## src/rtl/cv32e41s_pkg.sv

```systemverilog
// Shared core types used by the RVFI trackers: OBI instruction request payload
// and instruction-side response as seen by the fetch stage.
package cv32e41s_pkg;

    typedef struct packed {
        logic [31:0] addr;
        logic [1:0]  memtype;
        logic [2:0]  prot;
        logic        dbg;
    } obi_inst_req_t;

    typedef struct packed {
        logic [31:0] rdata;
        logic        err;
    } inst_resp_t;

endpackage

```

## src/rtl/cv32e41s_rvfi_pkg.sv

```systemverilog
// RVFI-side record types and instantiation defaults for the OBI trackers.
package cv32e41s_rvfi_pkg;

    import cv32e41s_pkg::*;

    localparam int RVFI_INSTR_OBI_DEPTH = 2;

    typedef struct packed {
        obi_inst_req_t req_payload;
        inst_resp_t    resp_payload;
        logic          pmp_err;
    } rvfi_obi_instr_t;

endpackage

```

## src/rtl/cv32e41s_rvfi_sync_fifo.sv

```systemverilog
// Generic synchronous FIFO with a type parameter; head is read combinationally.
// Shared by the instruction and data side RVFI OBI trackers.
module cv32e41s_rvfi_sync_fifo #(
    parameter int  DEPTH = 2,
    parameter type T     = logic,
    localparam int CNT_W = $clog2(DEPTH + 1),
    localparam int PTR_W = (DEPTH > 1) ? $clog2(DEPTH) : 1
) (
    input  logic             clk,
    input  logic             rst_n,
    input  logic             push_i,
    input  T                 wdata_i,
    input  logic             pop_i,
    output T                 rdata_o,
    output logic             full_o,
    output logic             empty_o,
    output logic [CNT_W-1:0] count_o
);

    logic [PTR_W-1:0] wptr_q, wptr_d;
    logic [PTR_W-1:0] rptr_q, rptr_d;
    logic [CNT_W-1:0] count_q, count_d;
    logic             push_ok;
    logic             pop_ok;
    T                 mem_q [DEPTH];

    // Explicit wrap so non power-of-two depths never index past DEPTH-1.
    function automatic logic [PTR_W-1:0] ptr_inc(input logic [PTR_W-1:0] p);
        if (p == PTR_W'(DEPTH - 1)) begin
            return '0;
        end
        return p + PTR_W'(1);
    endfunction

    assign full_o  = (count_q == CNT_W'(DEPTH));
    assign empty_o = (count_q == '0);
    assign count_o = count_q;
    assign rdata_o = mem_q[rptr_q];

    // A full FIFO still accepts a push when the head leaves in the same cycle.
    assign pop_ok  = pop_i && !empty_o;
    assign push_ok = push_i && (!full_o || pop_ok);

    always_comb begin
        wptr_d  = wptr_q;
        rptr_d  = rptr_q;
        count_d = count_q;
        if (push_ok) begin
            wptr_d = ptr_inc(wptr_q);
        end
        if (pop_ok) begin
            rptr_d = ptr_inc(rptr_q);
        end
        case ({push_ok, pop_ok})
            2'b10:   count_d = count_q + CNT_W'(1);
            2'b01:   count_d = count_q - CNT_W'(1);
            default: count_d = count_q;
        endcase
    end

    always_ff @(posedge clk or negedge rst_n) begin
        if (!rst_n) begin
            wptr_q  <= '0;
            rptr_q  <= '0;
            count_q <= '0;
        end else begin
            wptr_q  <= wptr_d;
            rptr_q  <= rptr_d;
            count_q <= count_d;
        end
    end

    always_ff @(posedge clk) begin
        if (push_ok) begin
            mem_q[wptr_q] <= wdata_i;
        end
    end

endmodule

```

## src/rtl/cv32e41s_rvfi_instr_obi_tracker.sv

```systemverilog
// Pairs granted instruction OBI requests with their in-order responses and
// emits one registered RVFI fetch record per response or PMP-blocked fetch.
module cv32e41s_rvfi_instr_obi_tracker
    import cv32e41s_pkg::*;
    import cv32e41s_rvfi_pkg::*;
#(
    parameter int  DEPTH = RVFI_INSTR_OBI_DEPTH,
    localparam int CNT_W = $clog2(DEPTH + 1)
) (
    input  logic             clk,
    input  logic             rst_n,
    input  logic             obi_req_i,
    input  logic             obi_gnt_i,
    input  obi_inst_req_t    obi_req_payload_i,
    input  logic             obi_rvalid_i,
    input  inst_resp_t       obi_resp_payload_i,
    input  logic             pmp_blk_valid_i,
    input  obi_inst_req_t    pmp_blk_payload_i,
    output logic             rvfi_valid_o,
    output rvfi_obi_instr_t  rvfi_obi_instr_o,
    output logic [CNT_W-1:0] outstanding_o,
    output logic             protocol_err_o
);

    logic            push;
    logic            pop_ok;
    logic            fifo_full;
    logic            fifo_empty;
    obi_inst_req_t   fifo_head;
    logic            push_drop;
    logic            rvalid_empty;
    logic            pmp_drop;
    logic            pmp_record;

    logic            rvfi_valid_q, rvfi_valid_d;
    rvfi_obi_instr_t rvfi_obi_instr_q, rvfi_obi_instr_d;
    logic            protocol_err_q, protocol_err_d;

    assign push = obi_req_i && obi_gnt_i;

    cv32e41s_rvfi_sync_fifo #(
        .DEPTH (DEPTH),
        .T     (obi_inst_req_t)
    ) req_fifo_i (
        .clk     (clk),
        .rst_n   (rst_n),
        .push_i  (push),
        .wdata_i (obi_req_payload_i),
        .pop_i   (obi_rvalid_i),
        .rdata_o (fifo_head),
        .full_o  (fifo_full),
        .empty_o (fifo_empty),
        .count_o (outstanding_o)
    );

    assign pop_ok       = obi_rvalid_i && !fifo_empty;
    assign push_drop    = push && fifo_full && !pop_ok;
    assign rvalid_empty = obi_rvalid_i && fifo_empty;
    // A bus response always takes priority over a PMP block in the same cycle.
    assign pmp_drop     = pmp_blk_valid_i && (!fifo_empty || obi_rvalid_i);
    assign pmp_record   = pmp_blk_valid_i && fifo_empty && !obi_rvalid_i;

    always_comb begin
        rvfi_valid_d     = 1'b0;
        rvfi_obi_instr_d = rvfi_obi_instr_q;
        protocol_err_d   = protocol_err_q | push_drop | rvalid_empty | pmp_drop;
        if (pop_ok) begin
            rvfi_valid_d                  = 1'b1;
            rvfi_obi_instr_d.req_payload  = fifo_head;
            rvfi_obi_instr_d.resp_payload = obi_resp_payload_i;
            rvfi_obi_instr_d.pmp_err      = 1'b0;
        end else if (pmp_record) begin
            rvfi_valid_d                  = 1'b1;
            rvfi_obi_instr_d.req_payload  = pmp_blk_payload_i;
            rvfi_obi_instr_d.resp_payload = '0;
            rvfi_obi_instr_d.pmp_err      = 1'b1;
        end
    end

    always_ff @(posedge clk or negedge rst_n) begin
        if (!rst_n) begin
            rvfi_valid_q     <= 1'b0;
            rvfi_obi_instr_q <= '0;
            protocol_err_q   <= 1'b0;
        end else begin
            rvfi_valid_q     <= rvfi_valid_d;
            rvfi_obi_instr_q <= rvfi_obi_instr_d;
            protocol_err_q   <= protocol_err_d;
        end
    end

    assign rvfi_valid_o     = rvfi_valid_q;
    assign rvfi_obi_instr_o = rvfi_obi_instr_q;
    assign protocol_err_o   = protocol_err_q;

endmodule
```

## config.mk

```make
export PLATFORM = sky130hd
export DESIGN_NAME = cv32e41s_rvfi_instr_obi_tracker
export DESIGN_NICKNAME = d
export VERILOG_FILES = /design/src/rtl/cv32e41s_pkg.sv /design/src/rtl/cv32e41s_rvfi_pkg.sv /design/src/rtl/cv32e41s_rvfi_sync_fifo.sv /design/src/rtl/cv32e41s_rvfi_instr_obi_tracker.sv
export SDC_FILE = /design/constraint.sdc
export NUM_CORES = 1
export LEC_CHECK = 0
export ABC_AREA = 1
export CAP_MARGIN = 20
export CORE_MARGIN = 1.5
export CORE_UTILIZATION = 25
export CTS_CLUSTER_SIZE = 8
export DETAILED_ROUTE_END_ITERATION = 10
export DONT_BUFFER_PORTS = 1
export SYNTH_ARGS = -nofsm -noshare
export SYNTH_HDL_FRONTEND = slang
export SYNTH_SLANG_ARGS = --single-unit
```

## constraint.sdc

```tcl
create_clock -name clk -period 3.35 [get_ports clk]
set_input_delay 0.5025 -clock clk [delete_from_list [all_inputs] [get_ports clk]]
set_output_delay 0.5025 -clock clk [all_outputs]
set_load 0.005 [all_outputs]
```

=== Word-level counts from Yosys, hierarchy flattened ===
Memory sizes are Yosys's and may differ from the RTL's.
Cells that the tools add are included.

* Memories: 1
* Bits in registers: 78
* RAM bits: 76
* Input bits: 115
* Logic and storage cells: 56
* Output and inout port bits: 76

* Equality and inequality tests: 3
* Reductions and logical operators: 18
* Muxes and demuxes: 15
* $add $sub $neg: 4
* Bitwise logic cells: 3

{| class="wikitable"
|+ Memory list
! name !! words !! width !! rd ports !! clocked after memory_dff !! wr ports !! RTL line !! source
|-
| req_fifo_i.mem_q || 2 || 38 || 1 || 0 || 1 || cv32e41s_rvfi_sync_fifo.sv:25 || <nowiki>T mem_q [DEPTH];</nowiki>
|}

{| class="wikitable"
|+ Operators with widths
! cell !! number
|-
| 2-to-1 mux 72 bit || 2
|-
| 2-to-1 mux 1 bit || 12
|-
| logical AND 1 bit || 9
|-
| equality test 2 bit, second input constant || 2
|-
| zero test 1 bit || 4
|-
| case mux 2 bit (2 select lines) || 1
|-
| nonzero test 2 bit || 2
|-
| OR 1 bit || 3
|-
| adder 1 bit, second input constant || 2
|-
| adder 2 x 1 -> 2 bit, second input constant || 1
|-
| equality test 2 x 1 -> 1 bit, second input constant || 1
|-
| zero test 2 bit || 1
|-
| logical OR 1 bit || 2
|-
| subtractor 2 x 1 -> 2 bit, second input constant || 1
|}

=== Logic depth before layout (Yosys ltp) ===
* Depth after elaboration: 8
* Gate-level depth with buffers: 9
* Mapped depth without buffers: 7

=== By module ===
Synthesis repeated with hierarchy kept, for this count alone.

* Cells, all modules: 679
* Area, all modules: 6,434.9 µm²

{| class="wikitable"
|+ By module, submodules not included
! module !! cells each !! times used !! seq. area each (µm²) !! area each (µm²)
|-
| cv32e41s_rvfi_instr_obi_tracker || 451 || 1 || 1,851.8 || 3,449.6
|-
| cv32e41s_rvfi_sync_fifo || 228 || 1 || 2,382.3 || 2,985.4
|}

=== Least setup slack after synthesis ===
Ideal clock, no wire load.

* Path type: input to register
* Start point: in obi_req_i
* End point: mem req_fifo_i.mem_q[1][0] (netlist name) (enable)
* Buffers on the path: 0
* Setup time: 435 ps
* Cell stages on the path: 4
* Data arrival time: 2,392 ps
* Path slack: 524 ps
* Required time: 2,915 ps
* Cell sequence: nand2_1 inv_1 nand2_1 nor2_1

* Cells in the longest elaborated chain, start to end: 4

{| class="wikitable"
|+ RTL lines
! what !! RTL line !! source
|-
| from (decl) || cv32e41s_rvfi_instr_obi_tracker.sv:12 || <nowiki>input logic obi_req_i,</nowiki>
|-
| logical AND 1 bit || cv32e41s_rvfi_instr_obi_tracker.sv:39 || <nowiki>assign push = obi_req_i && obi_gnt_i;</nowiki>
|-
| logical AND 1 bit || cv32e41s_rvfi_sync_fifo.sv:42 || <nowiki>assign push_ok = push_i && (!full_o || pop_ok);</nowiki>
|-
| 2-to-1 mux 1 bit || cv32e41s_rvfi_sync_fifo.sv:74 || <nowiki>if (push_ok) begin</nowiki>
|-
| 2-to-1 mux 1 bit (not written as such) || cv32e41s_rvfi_sync_fifo.sv:75 || <nowiki>mem_q[wptr_q] <= wdata_i;</nowiki>
|-
| to (decl) || cv32e41s_rvfi_sync_fifo.sv:25 ||
|}

No other way between the ends.

=== Final worst setup path ===
* Start point: reg req_fifo_i.rptr_q
* End point: reg rvfi_obi_instr_q, in the netlist rvfi_obi_instr_o[70]

* Cells in the longest elaborated chain, start to end: 2

{| class="wikitable"
|+ RTL lines
! what !! RTL line !! source
|-
| from (decl) || cv32e41s_rvfi_sync_fifo.sv:21 || <nowiki>logic [PTR_W-1:0] rptr_q, rptr_d;</nowiki>
|-
| from (signal assigned) || cv32e41s_rvfi_sync_fifo.sv:68 || <nowiki>rptr_q <= rptr_d;</nowiki>
|-
| memory (2 x 38 bit) || -- ||
|-
| 2-to-1 mux 72 bit || cv32e41s_rvfi_instr_obi_tracker.sv:67 || <nowiki>if (pop_ok) begin</nowiki>
|-
| to (signal assigned) || cv32e41s_rvfi_instr_obi_tracker.sv:87 || <nowiki>rvfi_obi_instr_q <= rvfi_obi_instr_d;</nowiki>
|-
| to (decl) || cv32e41s_rvfi_instr_obi_tracker.sv:36 || <nowiki>rvfi_obi_instr_t rvfi_obi_instr_q, rvfi_obi_instr_d;</nowiki>
|}

No other way between the ends.
A chain may end at the register's enable or synchronous reset.

==> load_flow_metrics.sql <==
INSERT INTO impl_metrics (metric_group, metric, value, unit) VALUES
('routing', 'ant_nets', '0', ''),
('finish', 'nets', '744', ''),
('cts', 'worst_setup_hold_path_clk_slew', '70', 'ps'),
('logic_synthesis', 'ys_seq_area_share', '66.89', '%'),
('setup_path', 'setup.worst_path.start', 'req_fifo_i.rptr_q', ''),
('logic_synthesis', 'synthDominantAreaCellType', 'sky130_fd_sc_hd__edfxtp_1', ''),
('cts', 'cts_resized', '0', ''),
('timing', 'hold_violations', '0', ''),
('finish', 'finalCoreUtilization', '29.24', '%'),
('floorplan', 'floorplan.initialDensity', '25.28', '%'),
('placement', 'port-buffer-count', '0', ''),
('routing', 'route.detailed.drc', '0', ''),
('setup_path', 'worstPathMaxFanout', '28', ''),
('global_routing', 'first_global_vias', '4200', ''),
('setup_path', 'critPathRequiredTime', '3650', 'ps'),
('logic_synthesis', 'synth.area.mux_share', '0', '%'),
('pwr', 'p_leak', '3.237', 'nW'),
('placement', 'gp_routability_congestion', '0.7230', ''),
('global_routing', 'grt_usage', '12.30', '%'),
('timing', 'fmax', '514.6', 'MHz'),
('cts', 'tritoncts.num_buffers', '17', ''),
('logic_synthesis', 'area_share_of_fa_ha_maj_cells_after_synthesis', '0', '%'),
('logic_synthesis', 'synth.ff_latch_count', '154', ''),
('global_routing', 'antenna_violations_before_repair', '0', ''),
('routing', 'wl_per_cell', '16.60', 'um'),
('flow_run', 'number_of_maximum_capacitance_constraint_violations', '0', ''),
('routing', 'total_routed_wirelength', '16140', 'um'),
('logic_synthesis', 'synth_xor_area_share', '0.1384', '%'),
('setup_path', 'critical_path_class', 'reg2reg', ''),
('worst_hold_path', 'holdCritStartpoint', 'obi_req_payload_i[32]', ''),
('timing', 'timing.final.ws_setup', '1407', 'ps'),
('logic_synthesis', 'ys_warn_count', '0', ''),
('finish', 'stdcell_count', '972', ''),
('placement', 'dpl.cell_count', '938', ''),
('pwr', 'vdd.ir_drop.worst', '0.4782', 'mV'),
('timing', 'post_route_fraction_of_the_period_consumed_by_the_critical_path', '58.01', '%'),
('worst_hold_path', 'hold_path_class', 'in2reg', ''),
('timing', 'grt_setup_unrepaired', 'false', ''),
('cts', 'clock_tree.htree_level_count', '4', ''),
('floorplan', 'boundaryPins', '191', ''),
('finish', 'antenna-diode-count', '0', ''),
('timing', 'finalMaxSlewViolations', '0', ''),
('routing', 'detailroute.via_count', '4288', ''),
('cts', 'root_buffer', 'sky130_fd_sc_hd__clkbuf_16', ''),
('setup_path', 'reg_to_reg_start', 'req_fifo_i.rptr_q', ''),
('timing', 'setup_viol', '0', ''),
('logic_synthesis', 'synth_cell_types', '21', ''),
('finish', 'layout-drive-gt1-share', '8.879', '%'),
('timing', 'finalClockSkew', '9.254', 'ps'),
('cts', 'clock_path_buffers', '2', ''),
('setup_path', 'setup.worst_path.start_class', 'flop', ''),
('logic_synthesis', 'syn_avg_cell_area', '9.984', 'sq um'),
('logic_synthesis', 'synth-compound-area-share', '3.439', '%'),
('logic_synthesis', 'post_synth_and_or_nand_nor_area_fraction', '23.80', '%'),
('placement', 'dp_worst_setup_slack', '1279', 'ps'),
('floorplan', 'die_area', '26280', 'sq um'),
('routing', 'detail_route.iter0.violations', '264', ''),
('global_routing', 'gr-total-overflow', '0', ''),
('floorplan', 'die_w', '162.1', 'um'),
('cts', 'clk_latency', '420', 'ps'),
('timing', 'tightest_slew', '853.7', 'ps'),
('finish', 'area_delta_synth_final', '15.64', '%'),
('logic_synthesis', 'largest_family_of_logic_cells_by_synthesized_area', 'simple AND/OR/NAND/NOR gates', ''),
('pwr', 'power.density_cell_area', '902.6', 'nW/um^2'),
('timing', 'fin_crit', '1943', 'ps'),
('setup_path', 'critPathArrivalTime', '2250', 'ps'),
('logic_synthesis', 'post_synth_main_area_contributors', 'sky130_fd_sc_hd__edfxtp_1 (36%), sky130_fd_sc_hd__dfrtp_1 (31%), sky130_fd_sc_hd__nand2_1 (9.1%), sky130_fd_sc_hd__nand3_1 (9.0%), sky130_fd_sc_hd__nor2_1 (4.8%)', ''),
('floorplan', 'rows', '58', ''),
('status', 'run_status', 'finished clean', ''),
('logic_synthesis', 'syn_area', '6330', 'sq um'),
('finish', 'n_fill_cell', '2627', '');
## per-stage QoR
step,hold slack (ps),power [W],instance area (sq um)
after floorplan,206.9,0.004139,6330
after global placement,208.5,0.004630,6673
after detailed placement,208.6,0.004687,6673
after CTS,149.3,0.006747,7320
after global routing,145.9,0.007069,7320
final,171.1,0.006606,7320
## worst paths after layout
check | end | slack [ps] | cells after the start
worst max-delay path | rvfi_obi_instr_o[70] | 1410 | 6
worst min-delay path | req_fifo_i.mem_q[0][32] | 170 | 0
worst max register to register | rvfi_obi_instr_o[70] | 1410 | 6
worst min register to register | rvfi_obi_instr_o[9] | 520 | 2
max in group asynchronous | req_fifo_i.rptr_q | 2300 | 2
min in group asynchronous | rvfi_obi_instr_o[2] | 660 | 2
## what timing repair did
action | 4_1_cts | 5_1_grt
hold buffers | 2 | 0
endpoints found under the hold margin | 78 | 0
buffers inserted | 0 | 0
## power breakdown
group	switching, W	total (W)	internal [W]
combinational	0.00108	0.00159	0.000506
sequential	0.000441	0.00301	0.00257
clock	0.000871	0.00200	0.00113
## routing by layer
layer  vias up  share of wire [%]  GRT usage (%)  wire (um)
met5         -                  0              0          0
met4         0                2.5          5.588        399
met3        24                8.2          4.469       1320
met2       156                 46          19.68       7484
met1      2038                 43          14.80       6934
li1       2070                  -              -          -
## state kept, by name, indices dropped and copies added, names as in the netlist
name	flops
rvfi_valid_o	1
req_fifo_i.count_o	2
req_fifo_i.rptr_q	1
req_fifo_i.wptr_q	1
protocol_err_o	1
req_fifo_i.mem_q	76
rvfi_obi_instr_o	72
## Yosys cell counts
master and instances:
sky130_fd_sc_hd__nand2_1 153, sky130_fd_sc_hd__nand3_1 114, sky130_fd_sc_hd__nor2_1 81, sky130_fd_sc_hd__dfrtp_1 78, sky130_fd_sc_hd__edfxtp_1 76, sky130_fd_sc_hd__inv_1 42, sky130_fd_sc_hd__buf_2 29, sky130_fd_sc_hd__o21ai_0 28
sky130_fd_sc_hd__o21ai_1 10, sky130_fd_sc_hd__clkbuf_1 5, sky130_fd_sc_hd__inv_2 3, sky130_fd_sc_hd__buf_4 2, sky130_fd_sc_hd__nand2_2 2, sky130_fd_sc_hd__nand2_4 2, sky130_fd_sc_hd__nor2_4 2, sky130_fd_sc_hd__o21bai_1 2
sky130_fd_sc_hd__a21oi_1 1, sky130_fd_sc_hd__buf_1 1, sky130_fd_sc_hd__buf_6 1, sky130_fd_sc_hd__o31ai_1 1, sky130_fd_sc_hd__xor2_1 1
## kinds of logic (layout without fill, tap and decap cells)
family | after synthesis | in the layout
and+or+nand+nor | 354 | 354
xor gates and xnor gates | 1 | 1
AOI/OAI and AO/OA | 42 | 42
DFF | 154 | 154
buffers and inverters | 83 | 91
## final cells by class
class,instances,area [sq um],share of cell area (%)
Clock buffer,17,425.4,5.812
Clock inverter,15,183.9,2.513
Inverter,45,168.9,2.308
Multi-Input combinational cell,397,1753,23.95
Sequential cell,154,4235,57.86
Tap cell,330,412.9,5.641
Timing Repair Buffer,14,140.1,1.915
## worst max-delay path: stages, from the launching register on
cell                       delay, ps
sky130_fd_sc_hd__dfrtp_2         360
sky130_fd_sc_hd__clkinv_1        660
sky130_fd_sc_hd__buf_4           470
sky130_fd_sc_hd__nor2_1           90
sky130_fd_sc_hd__o21ai_0          80
sky130_fd_sc_hd__nand3_1          90
sky130_fd_sc_hd__nand2_1          60
## cells in the final DEF, fill, tap and decap left out, types with 2 or more instances in the layout
cell type / synthesis / layout
sky130_fd_sc_hd__inv_2: 3 / 3
sky130_fd_sc_hd__nand3_1: 114 / 114
sky130_fd_sc_hd__bufinv_16: 0 / 2
sky130_fd_sc_hd__nor2_1: 81 / 79
sky130_fd_sc_hd__inv_8: 0 / 3
sky130_fd_sc_hd__dfrtp_1: 78 / 77
sky130_fd_sc_hd__inv_1: 42 / 41
sky130_fd_sc_hd__buf_4: 2 / 11
sky130_fd_sc_hd__inv_6: 0 / 4
sky130_fd_sc_hd__o21bai_1: 2 / 2
sky130_fd_sc_hd__clkbuf_16: 0 / 17
sky130_fd_sc_hd__edfxtp_1: 76 / 76
sky130_fd_sc_hd__nor2_4: 2 / 4
sky130_fd_sc_hd__clkinv_4: 0 / 3
sky130_fd_sc_hd__o21ai_1: 10 / 10
sky130_fd_sc_hd__o21ai_0: 28 / 28
sky130_fd_sc_hd__nand2_4: 2 / 3
sky130_fd_sc_hd__nand2_1: 153 / 153
No activity file was read; power rests on OpenSTA's default activity.
